--- src/rtl/hex_entry_if.sv ---
// Commit handshake between hex_entry and its consumer.
// master: the producer (hex_entry) drives out_data/out_valid, samples out_ready.
// slave:  the consumer samples out_data/out_valid, drives out_ready.
interface hex_entry_if #(
    parameter int DW = 32
) ();
    logic [DW-1:0] out_data;
    logic          out_valid;
    logic          out_ready;

    modport master (
        output out_data,
        output out_valid,
        input  out_ready
    );

    modport slave (
        input  out_data,
        input  out_valid,
        output out_ready
    );
endinterface

--- src/rtl/hex_entry.sv ---
// hex_entry: collects single-cycle hex-key pulses into a word (newest digit in
// the low nibble), supports delete, and commits the word on enter through a
// valid/ready handshake.
// Optional macro HEX_ENTRY_OVF_LOCK_EN: when defined, a digit key on a full
// buffer is rejected and flagged on the extra ovf output. When undefined, the
// oldest digit is shifted out instead and there is no ovf port.
module hex_entry #(
    parameter int DIGITS = 8,
    parameter int CW     = 4
) (
    input  logic                clk,
    input  logic                rstn,
    input  logic [15:0]         hd_ps,
    input  logic                ent_ps,
    input  logic                del_ps,
    output logic [4*DIGITS-1:0] buf_data,
    output logic [CW-1:0]       buf_cnt,
    output logic                key_err,
`ifdef HEX_ENTRY_OVF_LOCK_EN
    output logic                ovf,
`endif
    hex_entry_if.master         out_if
);

    typedef enum logic {
        EDIT = 1'b0,
        HOLD = 1'b1
    } state_t;

    localparam logic [CW-1:0] FULL = CW'(DIGITS);

    // Bit gi of the key index is set by every key whose number has bit gi set.
    localparam logic [15:0] IDX_MASK [4] = '{16'hAAAA, 16'hCCCC, 16'hF0F0, 16'hFF00};

    state_t              state_reg;
    logic [4*DIGITS-1:0] buf_data_reg;
    logic [CW-1:0]       buf_cnt_reg;
    logic [4*DIGITS-1:0] out_data_reg;
    logic                out_valid_reg;
    logic                key_err_reg;
    logic                ovf_reg;

    logic [3:0]          key_idx;
    logic                key_any;
    logic                key_multi;

    // One-hot to binary encoding of the pressed key (meaningful only for one key).
    generate
        for (genvar gi = 0; gi < 4; gi++) begin : g_key_enc
            assign key_idx[gi] = |(hd_ps & IDX_MASK[gi]);
        end
    endgenerate

    assign key_any   = |hd_ps;
    // Clearing the lowest set bit leaves something only if two or more were set.
    assign key_multi = |(hd_ps & (hd_ps - 16'd1));

    // Edit/hold state machine; all outputs are registered here.
    always_ff @(posedge clk or negedge rstn) begin
        if (!rstn) begin
            state_reg     <= EDIT;
            buf_data_reg  <= '0;
            buf_cnt_reg   <= '0;
            out_data_reg  <= '0;
            out_valid_reg <= 1'b0;
            key_err_reg   <= 1'b0;
            ovf_reg       <= 1'b0;
        end else begin
            key_err_reg <= 1'b0;
            ovf_reg     <= 1'b0;
            case (state_reg)
                EDIT: begin
                    if (ent_ps) begin
                        // Commit wins over any key or delete in the same cycle.
                        out_data_reg  <= buf_data_reg;
                        out_valid_reg <= 1'b1;
                        buf_data_reg  <= '0;
                        buf_cnt_reg   <= '0;
                        state_reg     <= HOLD;
                    end else if (del_ps) begin
                        if (buf_cnt_reg != '0) begin
                            buf_data_reg <= buf_data_reg >> 4;
                            buf_cnt_reg  <= buf_cnt_reg - 1'b1;
                        end
                    end else if (key_multi) begin
                        key_err_reg <= 1'b1;
                    end else if (key_any) begin
`ifdef HEX_ENTRY_OVF_LOCK_EN
                        if (buf_cnt_reg == FULL) begin
                            ovf_reg <= 1'b1;
                        end else begin
                            buf_data_reg <= {buf_data_reg[4*DIGITS-5:0], key_idx};
                            buf_cnt_reg  <= buf_cnt_reg + 1'b1;
                        end
`else
                        buf_data_reg <= {buf_data_reg[4*DIGITS-5:0], key_idx};
                        if (buf_cnt_reg != FULL) begin
                            buf_cnt_reg <= buf_cnt_reg + 1'b1;
                        end
`endif
                    end
                end
                HOLD: begin
                    // All key inputs are ignored until the consumer takes the word.
                    if (out_if.out_ready) begin
                        out_valid_reg <= 1'b0;
                        state_reg     <= EDIT;
                    end
                end
                default: state_reg <= EDIT;
            endcase
        end
    end

    assign buf_data         = buf_data_reg;
    assign buf_cnt          = buf_cnt_reg;
    assign key_err          = key_err_reg;
    assign out_if.out_data  = out_data_reg;
    assign out_if.out_valid = out_valid_reg;
`ifdef HEX_ENTRY_OVF_LOCK_EN
    assign ovf = ovf_reg;
`else
    logic unused_ovf;
    assign unused_ovf = ovf_reg;
`endif

endmodule

--- src/flat_wrapper.sv ---
// flat-port wrapper written by rule: the top's interface ports become plain ports
module hex_entry_flat 
#(
    parameter int DIGITS = 8,
    parameter int CW     = 4
)
  (clk, rstn, hd_ps, ent_ps, del_ps, buf_data, buf_cnt, key_err, out_if_out_data, out_if_out_valid, out_if_out_ready);
  hex_entry_if #(.DW(32)) out_if_i ();
  input  logic clk;
  input  logic rstn;
  input  logic [15:0] hd_ps;
  input  logic ent_ps;
  input  logic del_ps;
  output logic [4*DIGITS-1:0] buf_data;
  output logic [CW-1:0] buf_cnt;
  output logic key_err;
  output wire logic [$bits(out_if_i.out_data)-1:0] out_if_out_data;
  output wire logic [$bits(out_if_i.out_valid)-1:0] out_if_out_valid;
  input wire logic [$bits(out_if_i.out_ready)-1:0] out_if_out_ready;
  assign out_if_out_data = out_if_i.out_data;
  assign out_if_out_valid = out_if_i.out_valid;
  assign out_if_i.out_ready = out_if_out_ready;
  hex_entry #(.DIGITS(DIGITS), .CW(CW)) u_core (.clk(clk), .rstn(rstn), .hd_ps(hd_ps), .ent_ps(ent_ps), .del_ps(del_ps), .buf_data(buf_data), .buf_cnt(buf_cnt), .key_err(key_err), .out_if(out_if_i));
endmodule
--- config.mk ---
export PLATFORM = sky130hd
export DESIGN_NAME = hex_entry_flat
export DESIGN_NICKNAME = d
export VERILOG_FILES = /design/src/rtl/hex_entry_if.sv /design/src/rtl/hex_entry.sv /design/src/flat_wrapper.sv
export SDC_FILE = /design/constraint.sdc
export NUM_CORES = 1
export LEC_CHECK = 0
export CORE_MARGIN = 5
export CORE_UTILIZATION = 44
export DETAILED_ROUTE_END_ITERATION = 10
export PLACE_DENSITY = 0.76
export SLEW_MARGIN = 30
export SYNTH_ARGS = -nofsm -noshare
export SYNTH_HDL_FRONTEND = slang
export SYNTH_SLANG_ARGS = --single-unit
--- constraint.sdc ---
create_clock -name clk -period 1.75 [get_ports clk]
set_clock_uncertainty 0.05 [all_clocks]
set_input_delay 0.35 -clock clk [delete_from_list [all_inputs] [get_ports clk]]
set_output_delay 0.35 -clock clk [all_outputs]
set_load 0.05 [all_outputs]
==> flow_summary.json, run 1 <==
{
  "status": "finished, violations left",
  "failed_checks": "setup timing",
  "vias": 2894,
  "rsz0062_at_grt": "yes",
  "cp-end-kind": "flop",
  "worst-setup-path-type": "in -> reg",
  "drv_slew": 0,
  "fillerInstances": 593,
  "die_x_um": 100,
  "max_freq_mhz": 420,
  "final_antenna_net_count": 0,
  "wl_per_cell_um": 17.1,
  "hold_class": "in -> async",
  "timing.setup.tns_ps": -19460,
  "num_antenna_cells": 0,
  "seq_area_frac_synth": 0.495,
  "final_nets": 456,
  "synth.net_count": 316,
  "cts.sinks": 71,
  "relSlewSlack": 0.710,
  "synth_ff_type": "dfrtp_1",
  "ir_worst_vdd_mv": 0.933,
  "start_util": 0.443,
  "cp-start-kind": "primary input",
  "netlist.area_leader.share": 0.495,
  "synth_edf_count": 0,
  "power_density_mw_per_mm2": 1050,
  "drcViolationCount": 0,
  "tightestPinTransition_ps": 435,
  "async_flop_share": 1.00,
  "cp_common_cell": "buf_12",
  "num_rows": 33,
  "crit_slowest_cell": "or3_4",
  "cts-root-buf": "clkbuf_8",
  "cp_num_buf_inv": 4,
  "via_per_inst": 5.34,
  "fin_area_sq_mm": 0.00547,
  "maxCapViolCount": 0,
  "cts_tree": "built",
  "cp-startpoint": "hd_ps[12]",
  "syn_inst": 292,
  "area_delta_synth_final_pct": 52.4,
  "synth.avg_cell_area_sq_um": 12.3,
  "slowest_delay_ps": 410,
  "grt_remaining_overflow": 0,
  "place_hpwl_um": 6320,
  "drtPass1Iterations": 5,
  "setup_slack_ps": -632,
  "cts_buffers": 9,
  "cts_buffer_depth": 2,
  "core-area_sq_mm": 0.00809,
  "grt_max_degree": 33,
  "arrival_ps": 2560,
  "antenna_found_initial": 0,
  "crit_family": "simple AND/OR/NAND/NOR gates",
  "gp_congestion": 0.853,
  "synth_area_leaders": "dfrtp_1, mux2_4, mux2_2",
  "rr_startpoint": "u_core.buf_cnt[1]",
  "grt_pass1_wl_um": 15600,
  "netlist_area_sq_mm": 0.00359,
  "die_area_sq_mm": 0.0101,
  "place_area_sq_mm": 0.00493,
  "grt_pass1_vias": 3106,
  "layout-drive-gt1-share": 0.513,
  "fin_crit_ps": 2380,
  "p_leak_nw": 2.70,
  "worstSkewPairLatency_ps": 350,
  "synthDistinctLibCells": 41,
  "track_usage": 0.197,
  "htree_num_levels": 3,
  "fin_util": 0.675,
  "cp.required_ps": 1930,
  "die_h_um": 100,
  "cp_max_fo": 6,
  "yosysWarningCount": 0,
  "synth-seq-cells": 71,
  "ios": 91,
  "numPortBuffers": 90,
  "hold_violations": 0,
  "clk_pin_slew_ps": 90,
  "fin_crit_sh": 1.36,
  "drt-initial-drc-count": 125,
  "yosysTopAreaCell": "dfrtp_1",
  "final-seq-area_sq_mm": 0.00178,
  "cp_cell_sequence": "clkdlybuf4s15_1 -> or3_4 -> a2111oi_4 -> o311ai_2 -> nor3_2 -> nand2_2 -> a21oi_4 -> buf_6 -> buf_12 -> buf_12 -> mux2_4",
  "finalSetupViolCount": 36,
  "drt-total-wl_um": 9250,
  "multi_input_area_sq_mm": 0.00179
}
[per-layer routing]
layer	part of all wire	up-vias	GRT usage
met3	0.051	11	0.0389
met5	0	-	0
met2	0.51	94	0.331
li1	-	1338	-
met4	0.015	0	0.0808
met1	0.43	1451	0.248
[through the flow]
stage / cells / worst slack (ps) / total power [W] / hold slack (ps)
floorplan: 292 / -790 / 0.00326 / 4.41
global placement: 514 / -1210 / 0.00402 / 271
detailed placement: 514 / -1280 / 0.00406 / 270
CTS: 544 / -735 / 0.00582 / 440
global route: 542 / -715 / 0.00602 / 463
finish: 542 / -632 / 0.00574 / 432
[report_power, final]
part	switching, W	internal [W]
Clock	0.000671	0.000820
Combinational	0.00123	0.00105
Sequential	0.000163	0.00181
Total	0.00207	0.00368
[Yosys cell counts, drive strengths merged (3+ instances only)]
cell type / n
a211o: 3
a21oi: 6
buf: 7
clkbuf: 8
dfrtp: 71
inv: 11
mux2: 57
mux2i: 24
nand2: 10
nand3: 3
nor2: 36
nor3: 8
nor4: 5
o21ai: 12
o2bb2ai: 4
or4: 3
[cell families after synthesis]
kind of cell / count (synthesis) / synth area share
muxes: 81 / 0.273
DFF: 71 / 0.495
and+or+nand+nor: 68 / 0.0882
AOI/OAI and AO/OA: 41 / 0.0865
buffers and inverters: 26 / 0.0394
adders and majority gates: 3 / 0.0126
xor gates and xnor gates: 2 / 0.00488
[repair_timing]
item                                   4_1_cts  5_1_grt
gates cloned                                 3        0
endpoints found under the hold margin       29        0
resized for setup                           61       11
hold buffers                                 1        0
buffers inserted                            10        2
setup endpoints to repair                   37       38
pin swaps                                   13       10
[cell usage in the layout (no fill, tap or decap), types with 2 or more instances in the layout]
cell type and instances:
dlygate4sd2_1 2, dfrtp_1 71, a221oi_1 2, or4_4 2
nand3_1 2, o21ai_1 2, inv_6 3, nor4_1 4
nor2_1 36, mux2_2 26, a21oi_1 5, mux2i_1 24
o2bb2ai_2 3, buf_2 3, clkdlybuf4s15_1 5, clkdlybuf4s50_1 6
ha_1 2, a211o_2 2, a21o_1 2, buf_12 26
nor3_1 6, o22ai_1 2, inv_1 11, buf_4 88
buf_6 10, clkbuf_8 9, mux2_4 31, bufinv_16 2
nand2_1 9, o21ai_0 10
[final timing paths]
check / to / slack (ps) / depth (start not counted)
min in group clk: u_core.out_if.out_data[5] / 440 / 2
worst min-delay path: u_core.out_if.out_data[26] / 430 / 2
max in group asynchronous: u_core.out_if.out_data[21] / 680 / 3
worst max-delay path: u_core.buf_data[3] / -630 / 11
worst min register to register: u_core.out_if.out_data[5] / 440 / 2
worst max register to register: u_core.buf_data[28] / -290 / 11
[layout make-up]
type,instances,share of cell area
Inverter,11,0.00755
Clock inverter,7,0.0188
Clock buffer,9,0.0227
Multi-Input combinational cell,195,0.327
Sequential cell,71,0.325
Tap cell,105,0.0240
Timing Repair Buffer,144,0.275
Note: power is estimated with default switching activity, not from simulation.
==> run 2: changes to the inputs <==
CORE_UTILIZATION = 45   (was 44)
PLACE_DENSITY = 0.74   (was 0.76)
SLEW_MARGIN = 20   (was 30)
clock period = 2.75 ns   (was 1.75 ns; I/O delays follow)
==> run 2 against run 1 <==
Net effect:
- the flow now finishes without violations
- count of clock-buffer cells in the layout increased by 2
- register-to-register slack improved by 1100 ps
- non-clock buffer count decreased by 13
- via count decreased by 4.2%
- critical path depth decreased by 1
- final area decreased by 5.7%
- setup slack improved by 700 ps
- clock power decreased by 35%
- routed wire length decreased by 6.3%
- die area decreased by 2.0%
==> flow_summary.json, run 2 (same netlist as run 1, synthesis figures left out) <==
{
  "status": "completed",
  "cts_buffers": 9,
  "cp-end-kind": "flop",
  "cts_tree": "built",
  "grt_max_degree": 72,
  "hold_violations": 0,
  "clockPowerShare": 0.277,
  "dp.cells": 496,
  "multi_input_area_sq_mm": 0.00170,
  "die_area_sq_mm": 0.00986,
  "p_switching_w": 0.00122,
  "htree_num_levels": 3,
  "via_per_inst": 5.27,
  "switching_share": 0.353,
  "cts.sinks": 71,
  "fin_hold_ws_ps": 272,
  "timing.setup.tns_ps": 0,
  "arrival_ps": 2860,
  "layout-drive-gt1-share": 0.314,
  "crit_slowest_cell": "or3_4",
  "finalSetupViolCount": 0,
  "cp_num_buf_inv": 3,
  "hold_class": "in -> async",
  "power_density_mw_per_mm2": 673,
  "final_antenna_net_count": 0,
  "maxCapViolCount": 0,
  "drv_slew": 0,
  "track_usage": 0.185,
  "vias": 2772,
  "power_frac_comb": 0.357,
  "grt_remaining_overflow": 0,
  "tightestPinTransition_ps": 893,
  "ir_worst_vdd_mv": 0.478,
  "cp.required_ps": 2930,
  "final-seq-area_sq_mm": 0.00178,
  "gp_congestion": 0.919,
  "num_rows": 32,
  "p_leak_nw": 2.40,
  "worst-setup-path-type": "in -> reg",
  "fin_crit_ps": 2680,
  "max_freq_mhz": 373,
  "seq_power_share": 0.365,
  "final_common_cell": "clkdlybuf4s50_1",
  "cp-start-kind": "primary input",
  "die_h_um": 99.3,
  "grt_pass1_vias": 2871,
  "final_cell_mix": "clkdlybuf4s50_1, dfrtp_1, nor2_1",
  "antenna_found_initial": 0,
  "fin_util": 0.667,
  "fin_crit_sh": 0.976,
  "cts.hold.buffers_added": 0,
  "final_nets": 443,
  "numPortBuffers": 90,
  "worstSkewPairLatency_ps": 340,
  "drcViolationCount": 0,
  "drt-initial-drc-count": 108,
  "core-area_sq_mm": 0.00773,
  "start_util": 0.464,
  "fillerInstances": 578,
  "grt_pass1_wl_um": 14600,
  "drt-total-wl_um": 8660,
  "slowest_delay_ps": 410,
  "cts_buffer_depth": 2,
  "crit_family": "simple AND/OR/NAND/NOR gates",
  "clk_pin_slew_ps": 80,
  "num_antenna_cells": 0,
  "ios": 91,
  "reg2reg_setup_slack_ps": 810,
  "wl_per_cell_um": 16.5,
  "place_hpwl_um": 5830,
  "relSlewSlack": 0.405,
  "cts-root-buf": "clkbuf_8",
  "final_cells": 526,
  "drtPass1Iterations": 4,
  "cp_max_fo": 7,
  "intPower_w": 0.00224,
  "cp_cell_sequence": "dlygate4sd2_1 -> or3_4 -> a2111oi_4 -> o311ai_2 -> nor3_2 -> nand2_2 -> a21oi_4 -> buf_6 -> buf_16 -> mux2_4",
  "area_delta_synth_final_pct": 43.7,
  "die_x_um": 99.3
}
-- run 2: changes by cell type in the layout (fill, tap and decap cells not counted), moves of 3 or more --
cell,change
dlygate4sd2_1,+5
mux2_4,-5
buf_6,-5
mux2_2,+5
o2bb2ai_2,-3
clkdlybuf4s15_1,-3
clkdlybuf4s50_1,+71
buf_12,-24
o2bb2ai_1,+4
buf_4,-56
-- run 2: what timing repair did --
item	in CTS	in global routing
setup endpoints to repair	31	31
gates resized for setup	28	5
endpoints found under the hold margin	0	0
cloned	3	0
pin swaps	10	7
buffers inserted	10	2
-- run 2: worst reg2reg max path: cells and delay by family (launching register included) --
| kind | cells | cell delay, ps |
|---|---|---|
| mux | 1 | 290 |
| flops | 1 | 440 |
| simple gates | 3 | 660 |
| compound gates | 1 | 80 |
| buf+inv | 2 | 300 |
-- run 2: cell type report --
cell class / instances / share of cell area
Tap cell: 102 / 0.0248
Sequential cell: 71 / 0.345
Clock inverter: 5 / 0.0153
Timing Repair Buffer: 131 / 0.247
Clock buffer: 11 / 0.0294
Inverter: 11 / 0.00801
Multi-Input combinational cell: 195 / 0.331
-- run 2: final timing paths --
kind / to / start / cells after the start
max: u_core.buf_data[12] / hd_ps[12] / 10
min: u_core.out_if.out_data[29] / rstn / 1
max reg2reg: u_core.buf_data[12] / u_core.buf_cnt[1] / 7
min reg2reg: u_core.out_if.out_data[5] / u_core.out_if.out_data[5] / 2
max in group asynchronous: u_core.out_if.out_valid / rstn / 1
min in group clk: u_core.out_if.out_data[5] / u_core.out_if.out_data[5] / 2
-- run 2: power by group through the flow --
| stage | logic [W] | registers, W | clock network, W |
|---|---|---|---|
| 2_1_floorplan | 0.000438 | 0.00164 | 0 |
| 3_3_place_gp | 0.00115 | 0.00128 | 0 |
| 3_5_place_dp | 0.00116 | 0.00129 | 0 |
| 4_1_cts | 0.00127 | 0.00127 | 0.000974 |
| 5_1_grt | 0.00131 | 0.00129 | 0.00103 |
| 6_report | 0.00124 | 0.00127 | 0.000962 |
-- run 2: routing by layer --
layer,wire [um],share of wire,GRT usage
met1,3810,0.44,0.231
met2,4300,0.50,0.315
met3,393,0.045,0.0330
met4,156,0.018,0.0767
met5,0,0,0
-- run 2: per-stage QoR --
stage	instance area, sq um	setup slack (ps)	power, W
2_1_floorplan	3590	9.52	0.00207
3_5_place_dp	4740	-469	0.00245
4_1_cts	5170	8.41	0.00351
6_report	5150	66.1	0.00347
3_3_place_gp	4740	-389	0.00243
5_1_grt	5150	-6.22	0.00363
